$ cat src/rtl/hazard_forward_unit.sv
// Load-use stall detection and EX operand-forward selection for a 5-stage pipeline.
// Tracks the EX/MEM/WB producer records and registers forward selects with the EX advance.
module hazard_forward_unit #(
    parameter int REGW = 3
) (
    input  logic            clk,
    input  logic            rst,
    input  logic            id_valid,
    input  logic [REGW-1:0] id_src1,
    input  logic [REGW-1:0] id_src2,
    input  logic            id_use1,
    input  logic            id_use2,
    input  logic [REGW-1:0] id_dst,
    input  logic            id_wb,
    input  logic            id_mem_read,
    output logic            stall,
    output logic [1:0]      fwd_a,
    output logic [1:0]      fwd_b,
    output logic [7:0]      stall_count
);

    typedef struct packed {
        logic            valid;
        logic [REGW-1:0] dst;
        logic            wb;
        logic            mem_read;
    } stage_t;

    localparam logic [1:0] FWD_RF  = 2'd0;
    localparam logic [1:0] FWD_MEM = 2'd1;
    localparam logic [1:0] FWD_WB  = 2'd2;

    stage_t     ex_q, ex_d, mem_q, wb_q;
    logic       live1, live2;
    logic       ex_hit1, ex_hit2, mem_hit1, mem_hit2;
    logic [1:0] fwd_a_q, fwd_a_d, fwd_b_q, fwd_b_d;
    logic [7:0] cnt_q, cnt_d;

    // Youngest producer wins; a load still in EX never forwards (it stalls instead).
    function automatic logic [1:0] fwd_sel(input logic live, input logic ex_hit,
                                           input logic ex_load, input logic mem_hit);
        if (live && ex_hit && !ex_load) begin
            return FWD_MEM;
        end else if (live && mem_hit) begin
            return FWD_WB;
        end
        return FWD_RF;
    endfunction

    always_comb begin
        live1    = id_valid & id_use1;
        live2    = id_valid & id_use2;
        ex_hit1  = ex_q.valid  & ex_q.wb  & (ex_q.dst  == id_src1);
        ex_hit2  = ex_q.valid  & ex_q.wb  & (ex_q.dst  == id_src2);
        mem_hit1 = mem_q.valid & mem_q.wb & (mem_q.dst == id_src1);
        mem_hit2 = mem_q.valid & mem_q.wb & (mem_q.dst == id_src2);

        stall = ex_q.mem_read & ((live1 & ex_hit1) | (live2 & ex_hit2));

        ex_d    = '0;
        fwd_a_d = FWD_RF;
        fwd_b_d = FWD_RF;
        if (!stall) begin
            if (id_valid) begin
                ex_d = '{valid: 1'b1, dst: id_dst, wb: id_wb, mem_read: id_mem_read};
            end
            fwd_a_d = fwd_sel(live1, ex_hit1, ex_q.mem_read, mem_hit1);
            fwd_b_d = fwd_sel(live2, ex_hit2, ex_q.mem_read, mem_hit2);
        end

        cnt_d = cnt_q;
        if (stall && (cnt_q != 8'hFF)) begin
            cnt_d = cnt_q + 8'd1;
        end
    end

    always_ff @(posedge clk) begin
        if (rst) begin
            ex_q    <= '0;
            mem_q   <= '0;
            wb_q    <= '0;
            fwd_a_q <= FWD_RF;
            fwd_b_q <= FWD_RF;
            cnt_q   <= '0;
        end else begin
            ex_q    <= ex_d;
            mem_q   <= ex_q;
            wb_q    <= mem_q;
            fwd_a_q <= fwd_a_d;
            fwd_b_q <= fwd_b_d;
            cnt_q   <= cnt_d;
        end
    end

    assign fwd_a       = fwd_a_q;
    assign fwd_b       = fwd_b_q;
    assign stall_count = cnt_q;

    // WB is retained for pipeline bookkeeping; it must always trail MEM by one cycle.
    wb_follows_mem: assert property (@(posedge clk) disable iff (rst)
        !$past(rst) |-> (wb_q == $past(mem_q)));

endmodule

$ cat config.mk
export PLATFORM = sky130hd
export DESIGN_NAME = hazard_forward_unit
export DESIGN_NICKNAME = d
export VERILOG_FILES = /design/src/rtl/hazard_forward_unit.sv
export SDC_FILE = /design/constraint.sdc
export NUM_CORES = 1
export LEC_CHECK = 0
export CELL_PAD_IN_SITES_DETAIL_PLACEMENT = 1
export CELL_PAD_IN_SITES_GLOBAL_PLACEMENT = 1
export CORE_ASPECT_RATIO = 0.7
export CORE_UTILIZATION = 31
export DETAILED_ROUTE_END_ITERATION = 6
export PLACE_DENSITY_LB_ADDON = 0.1
export SLEW_MARGIN = 25
export SYNTH_ARGS = -nofsm -noshare
export SYNTH_HDL_FRONTEND = slang
export SYNTH_SLANG_ARGS = --single-unit
$ cat constraint.sdc
create_clock -name clk -period 1.75 [get_ports clk]
set_input_delay 0.2625 -clock clk [delete_from_list [all_inputs] [get_ports clk]]
set_output_delay 0.2625 -clock clk [all_outputs]
set_load 0.01 [all_outputs]
# After elaboration in Yosys (flattened, before gate mapping)
# Index checks and enable logic that the tools add are counted.
op_classes:
  n_eq_ne: 5
  n_reduce_logical: 14
  addsub: 1
  bitwise_logic: 15
  mux: 11
op_table:
  columns: ["op", "count"]
  rows:
  - ["$eq 3x3->1", 4]
  - ["$and 1x1->1", 11]
  - ["$reduce_or 3->1", 3]
  - ["$add 8x1->8 const B", 1]
  - ["$mux 1", 8]
  - ["$ne 8x8->1 const B", 1]
  - ["$reduce_or 4->1", 2]
  - ["$logic_and 1x1->1", 7]
  - ["$mux 6", 1]
  - ["$mux 2", 2]
  - ["$not 1->1", 3]
  - ["$reduce_or 2->1", 1]
  - ["$logic_not 1->1", 1]
  - ["$or 1x1->1", 1]
totals:
  inputBits: 16
  wordCells: 58
  ff_bits: 23

# Logic depth before layout (Yosys ltp)
logic_depth:
  depth_word: 8
  ltp_mapped: 6
  ltp_nobuf: 6

# Worst setup path after synthesis
# Ideal clock, no wire load.
synth_path:
  path_kind: "register to register"
  start: "register ex_q[2] in the netlist's numbering"
  end: "register cnt_q[2] (netlist: stall_count[2])"
  t_arrival_ps: 1694
  setup_slack_ps: -65
  setup_time_ps: 121
  synth_period_minus_slack_ps: 1815
  stages_incl_launch_ff: 6
  path_cell_list: "dfxtp_1 -> xor2_1 -> or4_4 -> a21boi_4 -> nand3_2 -> mux2_4"
synth_between:
  elab_chain_len: 6
  elab_cells_between_ends: 9
  classes_between: "2 x eq/ne; 6 x bitwise; 1 x reduce/logical"
synth_lines:
  columns: ["item", "line", "source"]
  rows:
  - ["from (decl)", "33", "stage_t ex_q, ex_d, mem_q, wb_q;"]
  - ["from (signal assigned)", "79", "ex_q <= '0;"]
  - ["from (signal assigned)", "86", "ex_q <= ex_d;"]
  - ["$eq 3x3->1 (on tied branches)", "53, 54", null]
  - ["$and 1x1->1 (on tied branches)", "53, 54", null]
  - ["$and 1x1->1", "58", "stall = ex_q.mem_read & ((live1 & ex_hit1) | (live2 & ex_hit2));"]
  - ["$or 1x1->1 *", "58", null]
  - ["$and 1x1->1 *", "58", null]
  - ["named net stall", "16", "output logic stall,"]
  - ["$logic_and 1x1->1 *", "72", "if (stall && (cnt_q != 8'hFF)) begin"]
  - ["to (signal assigned)", "91", "cnt_q <= cnt_d;"]
  - ["to (decl)", "37", "logic [7:0] cnt_q, cnt_d;"]
# Mark *: on every way through the listed nets, which the timed path passes. The rest lies on a longest branch.
# A chain may end at the register's enable or synchronous reset.

# Worst setup path in the final report
layout_path:
  start: "input port id_src1[0]"
  end: "register cnt_q[4] (netlist: stall_count[4])"
layout_between:
  elab_chain_len: 6
layout_lines:
  columns: ["item", "line", "source"]
  rows:
  - ["from (decl)", "9", "input logic [REGW-1:0] id_src1,"]
  - ["$eq 3x3->1", "53", "ex_hit1 = ex_q.valid & ex_q.wb & (ex_q.dst == id_src1);"]
  - ["$and 1x1->1", "53", null]
  - ["$and 1x1->1", "58", null]
  - ["$or 1x1->1", "58", null]
  - ["$and 1x1->1", "58", null]
  - ["$logic_and 1x1->1", "72", null]
# Every way passes these cells.

==> results.tsv <==
metric	value	unit
Synth cell types	27	
commonest non-fill, non-tap cell in the layout	clkdlybuf4s50_1	
Die Area	3410	µm²
Cell Pwr Density	631	nW/µm²
Synth Area in Simple Gates	27.4	%
most frequent cells in the layout	clkdlybuf4s50_1, dfxtp_1, buf_4	
Crit path buffers/inverters	1	
hold depth	5	
die width	69.4	µm
number of synthesized register bits	23	
number of max-cap violations	0	
Vias/cell	4.85	
Final Net Count	165	
Worst Tran Pin Value	0.490	ns
total core area	2900	µm²
die height	49.2	µm
drc violations	0	
Skew-Pair Late Insertion Delay	0.26	ns
Setup CP Type	input pin to flop	
slew margin rel.	67.0	%
clk_skew	0.00581	ns
cells after synthesis	101	
Synth area leader	dfxtp_1	
total track usage	16.5	%
Initial DRT Pass Iterations	4	
Adder-Cell Fraction of Synth Area	1.27	%
largest family of logic cells by synthesized area	simple AND/OR/NAND/NOR gates	
hold_ws	0.435	ns
largest net degree at the start of global routing	18	
final non-filler cell total	183	
Layout area overhead	55.1	%
CP endpoint kind	flop	
Final min period	1.95	ns
clk slew on worst S/H paths	0.08	ns
Tcrit/Tclk final	111	%
most area-consuming cells after synthesis	dfxtp_1, xor2_1, nor2b_1, and2_1, nand3_1	
post-route worst setup slack	-0.201	ns
RSZ-0062 raised after global routing	yes	
R2R depth	6	
delay-heaviest family, CP	simple AND/OR/NAND/NOR gates	
post-synthesis xor/xnor area fraction	12.5	%
slowest cell on the critical path	nor4_2	
hold buffers post-CTS	0	
RD Place Congestion	0.782	
asr flop ratio synth	0	%
DR WL met3	109	µm
CP Max Fanout	2	
uppermost layer routed	met4	
reg-to-reg startpoint	ex_q[1]	
Port Buf Inserts	28	
crit path launch type	input pin	
Hold Path Origin	id_use2	
Final Hold Violating Endpoints	0	
CTS max path bufs	2	
Initial Utilization	33.9	%
Synth Area per Inst	9.75	µm²
Syn Std Cell Area	985	µm²
Post-DRT Antenna Nets	0	
post-synthesis compound-gate area fraction	9.78	%
H-Tree Depth	1	
Req. time, crit path	1.95	ns
violated checks	setup timing	
clock tree sinks	23	
Rows	16	
GR Overflow Total	0	
Yosys Warn Count	0	
wire per inst	14.4	µm
DRT iter0 DRCs	18	
Pwr Total	0.963	mW
worst r2r dst	stall_count[2]	
syn nets	118	
worst-path cell chain	clkdlybuf4s50_1, xor2_1, nor4_2, o211ai_1, or3_1, a21oi_1	
vias in the first global route	913	
CTS buffer count	3	
arrival time worst endpoint	2.15	ns
share of layout cells above drive strength 1	26.5	%
outcome	complete, but fails checks	
HPWL Detailed	2.11	mm
Pleak	0.583	nW
Max Clk Rate	513	MHz
# IOs	29	
setup violators final	14	
Met1 Wirelength	1.35	mm
ys flop type	dfxtp_1	
sequential area share after synthesis	46.8	%
Crit path largest cell delay	0.51	ns
TritonCTS clock tree	yes	
EDFF count, synth	0	
Via Count	887	
met2 wire len	1.17	mm
mux contribution to synthesized area	1.52	%
WL final	2.64	mm
Reg2Reg Setup Slack	-0.18	ns
Diodes inserted	0	
destination of the worst hold path	fwd_b[1]	
Peak VDD IR	328	µV
Placed Cells	179	
clock root cell	clkbuf_8	
initial antenna violation count	0	
Slew Viols, Final	0	
first-pass GRT wire length	4.35	mm
Yosys top cell area share	46.8	%
Hold Crit Class	input pin to flop	
post-CTS setup buffer count	0	
## per-layer routing
layer  global-route usage [%]  up-vias
met2                     24.6       18
met5                        0        -
li1                         -      450
met3                     5.37        3
met4                     2.04        0
met1                     23.7      416
## tightest hold or removal path, cell delays in order
cell,delay [ns]
dlymetal6s2s_1,0.13
nand3_1,0.10
nor3_1,0.05
o21ai_0,0.07
nor2_1,0.04
## cell type report
| type | instances | area [µm²] |
|---|---|---|
| clock buffers | 3 | 41.3 |
| flip-flops and latches | 23 | 467 |
| clock inverters | 1 | 7.51 |
| multi-input cells | 76 | 572 |
| fillers | 332 | 1380 |
| well taps | 36 | 45.0 |
| repair buffers | 44 | 395 |
## cells in the mapped netlist, drive strengths merged (4+ instances only)
| library cell | n |
|---|---|
| dfxtp | 23 |
| xor2 | 12 |
| nor3 | 4 |
| nand2 | 5 |
| nor2 | 5 |
| a21oi | 4 |
| and2 | 5 |
| nor2b | 6 |
| nand3 | 6 |
| or3 | 4 |
| o21ai | 5 |
## through the flow
| stage | cell area [µm²] | TNS, ns | setup WS (ns) | util, % |
|---|---|---|---|---|
| finish | 1530 | -1.14 | -0.201 | 52.6 |
| global route | 1530 | -2.31 | -0.265 | 52.6 |
| CTS | 1470 | -0.747 | -0.194 | 50.7 |
| detailed placement | 1420 | -8.24 | -0.730 | 49.1 |
| global placement | 1420 | -7.51 | -0.700 | 49.1 |
| floorplan | 986 | -0.0102 | -0.0102 | - |
## state kept, by name, summed over array words and instances (netlist names)
signal and flops:
mem_q 5, fwd_b 2, ex_q 6, stall_count 8, fwd_a 2
## cells by family after synthesis
family | Yosys count
adder cells (fa/ha/maj) | 1
AO/OA/AOI/OAI | 14
XOR/XNOR | 14
AND/OR/NAND/NOR | 46
flip-flops | 23
buffers and inverters | 2
multiplexers | 1
## power breakdown
group          internal, mW  switching, mW
Combinational        0.0514         0.0428
Clock                 0.161          0.167
Sequential            0.533        0.00815
## worst max path at each step
stage	slack [ns]	end	cells past startpoint	from
6_report	-0.20	stall_count[4]	6	id_src1[0]
3_5_place_dp	-0.73	stall	5	id_valid
5_1_grt	-0.27	stall_count[2]	6	ex_q[1]
4_1_cts	-0.19	stall	4	ex_q[4]
3_3_place_gp	-0.70	stall	5	id_valid
2_1_floorplan	-0.01	stall_count[2]	5	ex_q[4]
## repair_timing
action,4_1_cts,5_1_grt
pin swaps,4,4
setup endpoints to repair,16,16
resized for setup,14,13
Note: power is estimated with default switching activity, not from simulation.
==> RTL edit: new RTL, same settings <==
`REGW`: 3 -> 2.
--- a/src/rtl/hazard_forward_unit.sv
+++ b/src/rtl/hazard_forward_unit.sv
@@ -2,5 +2,5 @@
 // Tracks the EX/MEM/WB producer records and registers forward selects with the EX advance.
 module hazard_forward_unit #(
-    parameter int REGW = 3
+    parameter int REGW = 2
 ) (
     input  logic            clk,
Ports: changed (resized id_dst, id_src1 and id_src2); port bits go from 29 to 26. No check against the original RTL was run, so the function may have changed too.
==> RTL edit against the original RTL <==
Setup slack improved by 0.19 ns; the flow still finishes with violations (setup timing); cell area decreased by 7.9%; synthesized area is 5.5% lower; critical path depth down 2; routed wire length is 6.1% lower; fmax grew 11%; sequential share of layout area shrank 0.30 points; total power is 8.8% lower; cell count fell by 6.0%; first-iteration DRC count increased to 3.3 times the old value; hold slack better by 0.0048 ns; sequential cell count shrank 2; clock skew is 0.0048 ns lower; largest cell class unchanged.
==> RTL edit: results (changes against the original RTL) <==
Outcome: finished, violations left (unchanged)
Failing checks: setup timing (unchanged)
Worst r2r src: ex_q[3]$_SDFF_PP0_ (was ex_q[1]$_SDFF_PP0_)
Vias in the first global route: 773 (was 913)
NumNets Final: 151 (was 165)
Multi-input gate area: 500 sq um (was 572 sq um)
Final HPWL DP: 1830 microns (was 2110 microns)
Dpl cells: 165 (was 179)
Wirelength per Cell: 14.4 microns (about the same)
Worst Hold Path EP: fwd_a[1]$_SDFF_PP0_ (was fwd_b[1]$_SDFF_PP0_)
Reg area: 425 sq um (was 467 sq um)
Final setup fails: 1 (was 14)
Synth top cells by count: dfxtp_1, nor2_1, xor2_1 (was dfxtp_1, xor2_1, nor2b_1)
Number of cells on the worst hold path: 3 (was 5)
Seq Cell Count: 21 (was 23)
Clk cell area share: 0.0347 (was 0.0319)
Tightest Pin Transition: 0.493 ns (was 0.490 ns)
Syn Inst Count: 96 (was 101)
Worst setup margin: -0.0136 ns (was -0.201 ns)
Syn nets: 110 (was 118)
Routability cong.: 0.737 (was 0.782)
Die Width: 67.5 microns (was 69.4 microns)
Crit path DAT: 1.50 ns (was 2.15 ns)
Vias: 855 (was 887)
Setup Skew: 0.00101 ns (was 0.00581 ns)
First-pass GRT wire length: 3660 microns (was 4350 microns)
R2R setup slack: 0 ns (was -0.18 ns)
Multi-Input Combinational: 67 (was 76)
Synth top area cells: dfxtp_1, xor2_1, nor2_1 (was dfxtp_1, xor2_1, nor2b_1)
Dpl cell area: 0.00129 sq mm (was 0.00142 sq mm)
Fraction of area in multi-input gates: 0.356 (was 0.374)
==> RTL edit: where the power goes <==
part / switching (mW) / total, mW / internal (mW)
Clock: 0.156 / 0.317 / 0.160
Sequential: 0.00639 / 0.491 / 0.485
Combinational: 0.0312 / 0.0706 / 0.0394
Total: 0.194 / 0.878 / 0.684
==> RTL edit: kinds of logic after synthesis <==
logic type                 Yosys count  synth area share
AOI/OAI and AO/OA                   17             0.161
muxes                                2            0.0269
buffers and inverters                8            0.0403
adders and majority gates            1            0.0134
and+or+nand+nor                     38             0.222
DFF                                 21             0.452
xor gates and xnor gates             9            0.0847
==> RTL edit: per-layer routing <==
layer  track usage  vias up  share of wire
met3        0.0595        2          0.055
met5             0        -              0
li1              -      420              -
met4        0.0255        0         0.0057
met1         0.220      413           0.48
met2         0.255       20           0.45
==> RTL edit: worst max path at each step <==
| stage | from | endpoint | slack [ns] | depth (start not counted) |
|---|---|---|---|---|
| after floorplan | ex_q[3]$_SDFF_PP0_ | stall_count[6]$_SDFFE_PP0P_ | 0.15 | 5 |
| after global routing | ex_q[3]$_SDFF_PP0_ | stall | -0.08 | 4 |
| after CTS | ex_q[2]$_SDFF_PP0_ | stall | -0.07 | 4 |
| after detailed placement | id_valid | stall | -0.55 | 5 |
| after global placement | id_valid | stall | -0.52 | 5 |
| final | ex_q[3]$_SDFF_PP0_ | stall | -0.01 | 4 |
==> RTL edit: worst max-delay path: stages (launching register included) <==
cell and delay, ns:
dfxtp_2 0.34, xor2_1 0.16, or3_4 0.39, a21boi_4 0.22, buf_6 0.13
==> RTL edit: what timing repair did <==
item	CTS	global route
hold endpoints to repair	0	0
gates resized for setup	16	6
buffers inserted	3	1
pin swaps	3	8
setup endpoints to repair	14	8
